--- src/rtl/cart_mbc1_if.sv ---
// CPU-side cartridge bus as seen by the cartridge: address, write data,
// read data and the rd/wr/cs controls.
interface cart_mbc1_if;
    logic [15:0] a;
    logic [7:0]  din;
    logic [7:0]  dout;
    logic        wr;
    logic        rd;
    logic        cs;

    modport master (output a, din, wr, rd, cs, input dout);
    modport slave  (input a, din, wr, rd, cs, output dout);
endinterface

--- src/rtl/cart_mbc1.sv ---
// MBC1 cartridge bank controller: decodes banking register writes, maps
// CPU addresses onto banked ROM/RAM, registers read data and RAM strobes.
module cart_mbc1 #(
    parameter int ROM_ADDR_BITS = 21,
    parameter int RAM_ADDR_BITS = 15
) (
    input  logic                     clk,
    input  logic                     rst_n,
    cart_mbc1_if.slave               bus,
    output logic [ROM_ADDR_BITS-1:0] rom_a,
    input  logic [7:0]               rom_d,
    output logic [RAM_ADDR_BITS-1:0] ram_a,
    output logic [7:0]               ram_din,
    input  logic [7:0]               ram_dout,
    output logic                     ram_we
);

    logic       wr_q;
    logic       wr_edge;
    logic       ram_en;
    logic [4:0] rom_bank;
    logic [1:0] bank2;
    logic       mode;
    logic [4:0] bank_lo;
    logic [1:0] hi_bank;
    logic       in_ram;
    logic       rd_active;
    logic [20:0] rom_full;
    logic [14:0] ram_full;
    logic [7:0]  rd_data;

    assign wr_edge   = bus.cs & bus.wr & ~wr_q;
    assign in_ram    = (bus.a[15:13] == 3'b101);
    assign rd_active = bus.cs & bus.rd & ~bus.wr;
    assign bank_lo   = (rom_bank == 5'd0) ? 5'd1 : rom_bank;
    assign hi_bank   = mode ? bank2 : 2'b00;

    always_comb begin
        rom_full = {hi_bank, 5'd0, bus.a[13:0]};
        if (bus.a[14]) begin
            rom_full = {bank2, bank_lo, bus.a[13:0]};
        end
        ram_full = {hi_bank, bus.a[12:0]};
        rd_data  = 8'hFF;
        if (!bus.a[15]) begin
            rd_data = rom_d;
        end else if (in_ram && ram_en) begin
            rd_data = ram_dout;
        end
    end

    assign rom_a = rom_full[ROM_ADDR_BITS-1:0];
    assign ram_a = ram_full[RAM_ADDR_BITS-1:0];

    // wr_q resets high so a write already asserted at reset release never commits
    always_ff @(posedge clk) begin
        if (!rst_n) begin
            wr_q     <= 1'b1;
            ram_en   <= 1'b0;
            rom_bank <= 5'd0;
            bank2    <= 2'd0;
            mode     <= 1'b0;
        end else begin
            wr_q <= bus.cs & bus.wr;
            if (wr_edge && !bus.a[15]) begin
                unique case (bus.a[14:13])
                    2'd0: ram_en   <= (bus.din[3:0] == 4'hA);
                    2'd1: rom_bank <= bus.din[4:0];
                    2'd2: bank2    <= bus.din[1:0];
                    2'd3: mode     <= bus.din[0];
                endcase
            end
        end
    end

    always_ff @(posedge clk) begin
        if (!rst_n) begin
            ram_we   <= 1'b0;
            ram_din  <= 8'h00;
            bus.dout <= 8'hFF;
        end else begin
            ram_we <= 1'b0;
            if (wr_edge && in_ram && ram_en) begin
                ram_we  <= 1'b1;
                ram_din <= bus.din;
            end
            if (rd_active) begin
                bus.dout <= rd_data;
            end
        end
    end

endmodule
--- src/flat_wrapper.sv ---
// flat-port wrapper written by rule: the top's interface ports become plain ports
module cart_mbc1_flat 
#(
    parameter int ROM_ADDR_BITS = 21,
    parameter int RAM_ADDR_BITS = 15
)
  (clk, rst_n, rom_a, rom_d, ram_a, ram_din, ram_dout, ram_we, bus_a, bus_din, bus_wr, bus_rd, bus_cs, bus_dout);
  cart_mbc1_if bus_i ();
  input  logic clk;
  input  logic rst_n;
  output logic [ROM_ADDR_BITS-1:0] rom_a;
  input  logic [7:0] rom_d;
  output logic [RAM_ADDR_BITS-1:0] ram_a;
  output logic [7:0] ram_din;
  input  logic [7:0] ram_dout;
  output logic ram_we;
  input wire logic [$bits(bus_i.a)-1:0] bus_a;
  input wire logic [$bits(bus_i.din)-1:0] bus_din;
  input wire logic [$bits(bus_i.wr)-1:0] bus_wr;
  input wire logic [$bits(bus_i.rd)-1:0] bus_rd;
  input wire logic [$bits(bus_i.cs)-1:0] bus_cs;
  output wire logic [$bits(bus_i.dout)-1:0] bus_dout;
  assign bus_i.a = bus_a;
  assign bus_i.din = bus_din;
  assign bus_i.wr = bus_wr;
  assign bus_i.rd = bus_rd;
  assign bus_i.cs = bus_cs;
  assign bus_dout = bus_i.dout;
  cart_mbc1 #(.ROM_ADDR_BITS(ROM_ADDR_BITS), .RAM_ADDR_BITS(RAM_ADDR_BITS)) u_core (.clk(clk), .rst_n(rst_n), .bus(bus_i), .rom_a(rom_a), .rom_d(rom_d), .ram_a(ram_a), .ram_din(ram_din), .ram_dout(ram_dout), .ram_we(ram_we));
endmodule
--- config.mk ---
export PLATFORM = sky130hd
export DESIGN_NAME = cart_mbc1_flat
export DESIGN_NICKNAME = d
export VERILOG_FILES = /design/src/rtl/cart_mbc1_if.sv /design/src/rtl/cart_mbc1.sv /design/src/flat_wrapper.sv
export SDC_FILE = /design/constraint.sdc
export NUM_CORES = 1
export LEC_CHECK = 0
export CAP_MARGIN = 30
export CORE_AREA = 2 2 67 69
export CTS_CLUSTER_DIAMETER = 80
export DETAILED_ROUTE_END_ITERATION = 8
export DIE_AREA = 0 0 69 71
export PLACE_DENSITY = 0.89
export SYNTH_ARGS = -nofsm -noshare
export SYNTH_HDL_FRONTEND = slang
export SYNTH_SLANG_ARGS = --single-unit
--- constraint.sdc ---
create_clock -name clk -period 1.5 [get_ports clk]
set_clock_uncertainty 0.15 [all_clocks]
set_input_delay 0.3 -clock clk [delete_from_list [all_inputs] [get_ports clk]]
set_output_delay 0.3 -clock clk [all_outputs]
set_load 0.005 [all_outputs]
Word level (Yosys, flattened, before mapping)
Cells that the tools add are included.
{ "totals": {"regBits": 27, "wordCells": 36} }
{ "op_classes": {"reduce_logical": 11, "n_bitwise": 6, "mux": 6, "n_eq_ne": 5} }
{ "op_table": {"columns": ["op", "n"], "rows": [
  ["2-to-1 mux 21 bit", 1],
  ["2-to-1 mux 8 bit", 2],
  ["AND reduction 2 bit", 4],
  ["zero test 5 bit", 1],
  ["2-to-1 mux 5 bit", 1],
  ["bitwise AND 1 bit", 4],
  ["== test 2 bit, second input constant", 2],
  ["== test 4 bit, second input constant", 1],
  ["logical AND 1 bit", 4],
  ["== test 3 bit, second input constant", 1],
  ["== test 2 x 1 -> 1 bit, second input constant", 1],
  ["zero test 2 bit", 1],
  ["2-to-1 mux 2 bit", 1],
  ["inverter 1 bit", 2],
  ["zero test 1 bit", 1],
  ["2-to-1 mux 1 bit", 1]
]} }

Depth between registers and ports, before layout
{ "logic_depth": {"word_depth": 5, "depth_mapped": 5, "mapped_depth_nobuf": 3} }

Worst setup path after synthesis
Ideal clock, no wire load.
{ "synth_timing": {"kind": "input-to-reg", "startpoint": "in bus_a[15]", "endpoint": "reg u_core.ram_en", "arrival_ns": 1.045, "n_path_buf": 1, "slack_ns": 0.189, "stages": 4, "cell_sequence": "buf_6 > and4bb_2 > a21oi_1 > a31o_2"} }
{ "synth_between": {"elab_chain_cells": 3} }
{ "synth_lines": {"columns": ["element", "line", "rtl"], "rows": [
  ["start: declaration", "flat_wrapper.sv:17", "input wire logic [$bits(bus_i.a)-1:0] bus_a;"],
  ["zero test 1 bit", null, null],
  ["logical AND 1 bit", "cart_mbc1.sv:65", "if (wr_edge && !bus.a[15]) begin"],
  ["AND reduction 2 bit (no line)", null, null],
  ["end signal: assignment", "cart_mbc1.sv:67", "2'd0: ram_en <= (bus.din[3:0] == 4'hA);"],
  ["end: declaration", "cart_mbc1.sv:20", "logic ram_en;"]
]} }
Every way passes these cells.
A chain may end at the register's enable or synchronous reset.

Worst setup path in the final report
{ "layout_timing": {"startpoint": "reg u_core.rom_bank[3]", "endpoint": "out rom_a[14]"} }
{ "layout_between": {"elab_chain_cells": 3} }
{ "layout_lines": {"columns": ["element", "line", "rtl"], "rows": [
  ["start: declaration", "cart_mbc1.sv:21", "logic [4:0] rom_bank;"],
  ["start signal: assignment", "cart_mbc1.sv:68", "2'd1: rom_bank <= bus.din[4:0];"],
  ["zero test 5 bit", "cart_mbc1.sv:35", "assign bank_lo = (rom_bank == 5'd0) ? 5'd1 : rom_bank;"],
  ["2-to-1 mux 5 bit", "cart_mbc1.sv:35", null],
  ["2-to-1 mux 21 bit", "cart_mbc1.sv:40", "if (bus.a[14]) begin"],
  ["end: declaration", "flat_wrapper.sv:11", "output logic [ROM_ADDR_BITS-1:0] rom_a;"]
]} }
Every way passes these cells.

==> reports/summary.log <==
qor: status.status finished with violations
qor: status.failing_checks setup timing
qor: sta.worst_pin_slew 0.2245 ns
qor: setup_path.r2r_cells 4
qor: layout.post_layout_utilization_of_the_core 0.4685
qor: cts.clk_sinks 27
qor: synthesis.ys_seq_area_frac 0.3931
qor: sta.timing.max_slew.rel_slack 0.8499
qor: synthesis.post_synthesis_cell_type_with_the_largest_combined_area sky130_fd_sc_hd__dfxtp_1
qor: routing.routed_wirelength 3355 um
qor: routing.residual_antenna_violating_net_count_after_detailed_routing 0
qor: setup_path.worstPathBufferInverterCount 1
qor: sta.setup_viol 1
qor: setup_path.crit-reg2reg-launch u_core.ram_en
qor: layout.final_area 1969 um2
qor: synthesis.synth.distinct_cells 21
qor: grt.grt.total_usage 0.1331
qor: routing.routedWlPerCell 13.42 um
qor: cts.clk_pin_slew_worst_paths 0.09 ns
qor: sta.slew_viol_final 0
qor: min_path.min-delay-start u_core.ram_din[3]
qor: sta.rsz0062_at_grt yes
qor: grt.pin_count_of_the_biggest_net_entering_global_routing 21
qor: setup_path.worst_path_max_delay_cell sky130_fd_sc_hd__dfxtp_2
qor: synthesis.synth_nets 196
qor: place.port_buffers 58
qor: setup_path.critical_path.endpoint_type primary output
qor: setup_path.regToRegEndpoint u_core.ram_din[6]
qor: die.fp.coreArea 4204 um2
qor: synthesis.synth.area.top_cells sky130_fd_sc_hd__dfxtp_1 (39%), sky130_fd_sc_hd__buf_4 (15%), sky130_fd_sc_hd__mux2i_1 (12%)
qor: cts.cts_root_buf sky130_fd_sc_hd__clkbuf_8
qor: setup_path.critical_path_fanouts_max 2
qor: grt.grt_pass1_vias 1179
qor: min_path.min_to u_core.ram_din[3]
qor: cts.cts_hold_buffers 0
qor: synthesis.syn_inst 151
qor: grt.grt_first_pass_wirelength 5354 um
qor: die.dieHeight 71 um
qor: sta.tns -0.08277 ns
qor: pwr.power.density 693.7 nW/um2
qor: setup_path.cp_top_family flip-flops
qor: setup_path.rrSetupSlack 0.21 ns
qor: pwr.worst_ir_drop_vdd 294.8 uV
qor: sta.timing.final.crit_period 1.583 ns
qor: place.gp_routability_congestion 0.7499
qor: layout.finish.net_count 244
qor: place.place_area 1901 um2
qor: grt.final_global_route_overflow_total 0
qor: cts.clkLatencyLatePin 0.27 ns
qor: setup_path.critical-path-max-stage-delay 0.33 ns
qor: synthesis.synth_area 1375 um2
qor: synthesis.synthMostInstantiatedCell sky130_fd_sc_hd__nand2_1
qor: setup_path.crit_type reg -> out
qor: place.dp_hpwl 2479 um
qor: synthesis.syn-mean-instance-area 9.106 um2
qor: synthesis.synthFlopType sky130_fd_sc_hd__dfxtp_1
qor: routing.num_vias 1137
qor: die.initial_utilization 0.3271
qor: min_path.timing.hold.worst.class reg -> reg
qor: cts.tritoncts built
qor: synthesis.async_reset_ff_frac 0
qor: routing.remaining_drc_errors 0
qor: sta.fmaxAchievable 631.8 MHz
qor: synthesis.number_of_storage_elements_in_the_synthesis_netlist 27
qor: cts.h-tree-depth 1
qor: min_path.min_delay_path_depth 2
qor: synthesis.yosys_warnings 0
qor: die.io-pin-count 98
qor: cts.cts-buffers-inserted 3
qor: sta.period_share 1.055
qor: setup_path.crit_path_cell_trace nor4_2, o21a_1, buf_2
qor: job.timing.max_cap.violations 0
qor: grt.antenna_found_initial 0
qor: layout.antenna-diode-count 0
qor: setup_path.start_kind flop
qor: routing.avgViaCountPerCell 4.548
qor: die.num_rows 24
qor: die.horizontal_die_dimension 69 um
qor: layout.drive_gt1_frac 0.2677
qor: cts.cts-root-to-sink-buffers 2
qor: synthesis.netlist_top_cells_count sky130_fd_sc_hd__nand2_1 (35), sky130_fd_sc_hd__buf_4 (27), sky130_fd_sc_hd__dfxtp_1 (27), sky130_fd_sc_hd__mux2i_1 (16)
qor: pwr.power.leakage 0.9352 nW
qor: setup_path.worstSetupPathDepth 3
qor: sta.hold_viol_final 0
qor: setup_path.critical_path_arrival 1.13 ns
qor: routing.detail_route.first_pass.iterations 4
qor: setup_path.worst-endpoint-required 1.05 ns
qor: synthesis.synth_edf_count 0
qor: sta.post-route-worst-setup-slack -0.08277 ns
qor: die.die-area 4899 um2
qor: synthesis.post-synth-top-area-fraction 0.3931
qor: layout.synthToLayoutAreaGrowth 43.22%
qor: routing.drt_first_iter_violations 29
repair_timing:
action | in CTS | in global routing
setup buffers | 3 | 0
pin swaps | 4 | 2
setup endpoints to repair | 52 | 14
gates cloned | 1 | 0
gates resized for setup | 71 | 7
power breakdown:
part           switching (mW)  internal [mW]  total [mW]
combinational          0.0817          0.132       0.214
sequential            0.00791          0.730       0.738
clock                   0.228          0.186       0.414
total                   0.317           1.05        1.37
worst max path at each step:
stage | from | end | slack [ns]
after CTS | u_core.rom_bank[3] | rom_a[14] | -0.12
final | u_core.rom_bank[3] | rom_a[14] | -0.08
after global routing | u_core.rom_bank[3] | rom_a[14] | -0.12
after global placement | bus_a[14] | rom_a[17] | -0.48
after detailed placement | bus_a[14] | u_core.ram_din[4] | -0.51
after floorplan | bus_a[15] | u_core.ram_en | 0.19
worst reg2reg max path, cell delays in order (launching register included):
cell	delay, ns
sky130_fd_sc_hd__dfxtp_1	0.38
sky130_fd_sc_hd__nand4b_4	0.13
sky130_fd_sc_hd__nor3_4	0.22
sky130_fd_sc_hd__buf_4	0.17
sky130_fd_sc_hd__mux2i_1	0.18
metal layers:
metal	GRT usage	routed length (um)
met1	0.1493	1372
met2	0.2489	1775
met5	0	0
met4	0.05882	35
met3	0.01994	171
state kept, by name, indices dropped and copies added (netlist names):
signal,flops
u_core.ram_we,1
u_core.bus.dout,8
u_core.ram_en,1
u_core.ram_din,8
u_core.rom_bank,5
u_core.mode,1
u_core.wr_q,1
u_core.bank2,2
metrics by stage:
stage / cells / power [mW] / setup slack [ns] / hold WS, ns
6_report: 250 / 1.366 / -0.08277 / 0.3098
5_1_grt: 250 / 1.425 / -0.1230 / 0.3263
2_1_floorplan: 151 / 0.8793 / 0.1891 / 0.2888
3_5_place_dp: 243 / 0.9686 / -0.5052 / 0.3027
4_1_cts: 251 / 1.379 / -0.1165 / 0.3120
3_3_place_gp: 243 / 0.9622 / -0.4797 / 0.2935
cells in the final DEF, fill, tap and decap left out:
cell	instances
sky130_fd_sc_hd__clkbuf_8	3
sky130_fd_sc_hd__buf_2	7
sky130_fd_sc_hd__o21a_1	3
sky130_fd_sc_hd__nor3_4	1
sky130_fd_sc_hd__clkdlybuf4s15_2	1
sky130_fd_sc_hd__nand2_1	35
sky130_fd_sc_hd__dlygate4sd2_1	17
sky130_fd_sc_hd__and4bb_4	1
sky130_fd_sc_hd__clkdlybuf4s15_1	2
sky130_fd_sc_hd__buf_4	17
sky130_fd_sc_hd__o22ai_1	7
sky130_fd_sc_hd__dlymetal6s2s_1	2
sky130_fd_sc_hd__clkdlybuf4s50_1	28
sky130_fd_sc_hd__buf_6	3
sky130_fd_sc_hd__nor4_2	1
sky130_fd_sc_hd__a21oi_1	1
sky130_fd_sc_hd__clkinv_2	1
sky130_fd_sc_hd__nand3_1	1
sky130_fd_sc_hd__and2_1	7
sky130_fd_sc_hd__dfxtp_2	12
sky130_fd_sc_hd__dfxtp_1	15
sky130_fd_sc_hd__nor4b_2	1
sky130_fd_sc_hd__clkbuf_2	1
sky130_fd_sc_hd__nand3b_4	1
sky130_fd_sc_hd__mux2i_1	16
sky130_fd_sc_hd__a31o_2	1
sky130_fd_sc_hd__nand3b_1	2
sky130_fd_sc_hd__o211ai_1	8
sky130_fd_sc_hd__nand4b_4	1
sky130_fd_sc_hd__nor2_1	1
sky130_fd_sc_hd__o22ai_2	1
kinds of logic (layout without fill, tap and decap cells):
kind of cell,count (synthesis),count (layout),share of synthesized area
and+or+nand+nor,52,52,0.2038
buffers and inverters,35,82,0.1802
DFF,27,27,0.3931
AOI/OAI and AO/OA,21,21,0.1065
muxes,16,16,0.1165
cell type report:
cell class	count	area, um2
fill	399	2235
timing repair buffer	78	686.9
multi-input combinational	89	615.6
sequential	27	555.5
tap	52	65.06
clock buffer	3	41.29
clock inverter	1	5.005
No activity file was read; power rests on OpenSTA's default activity.
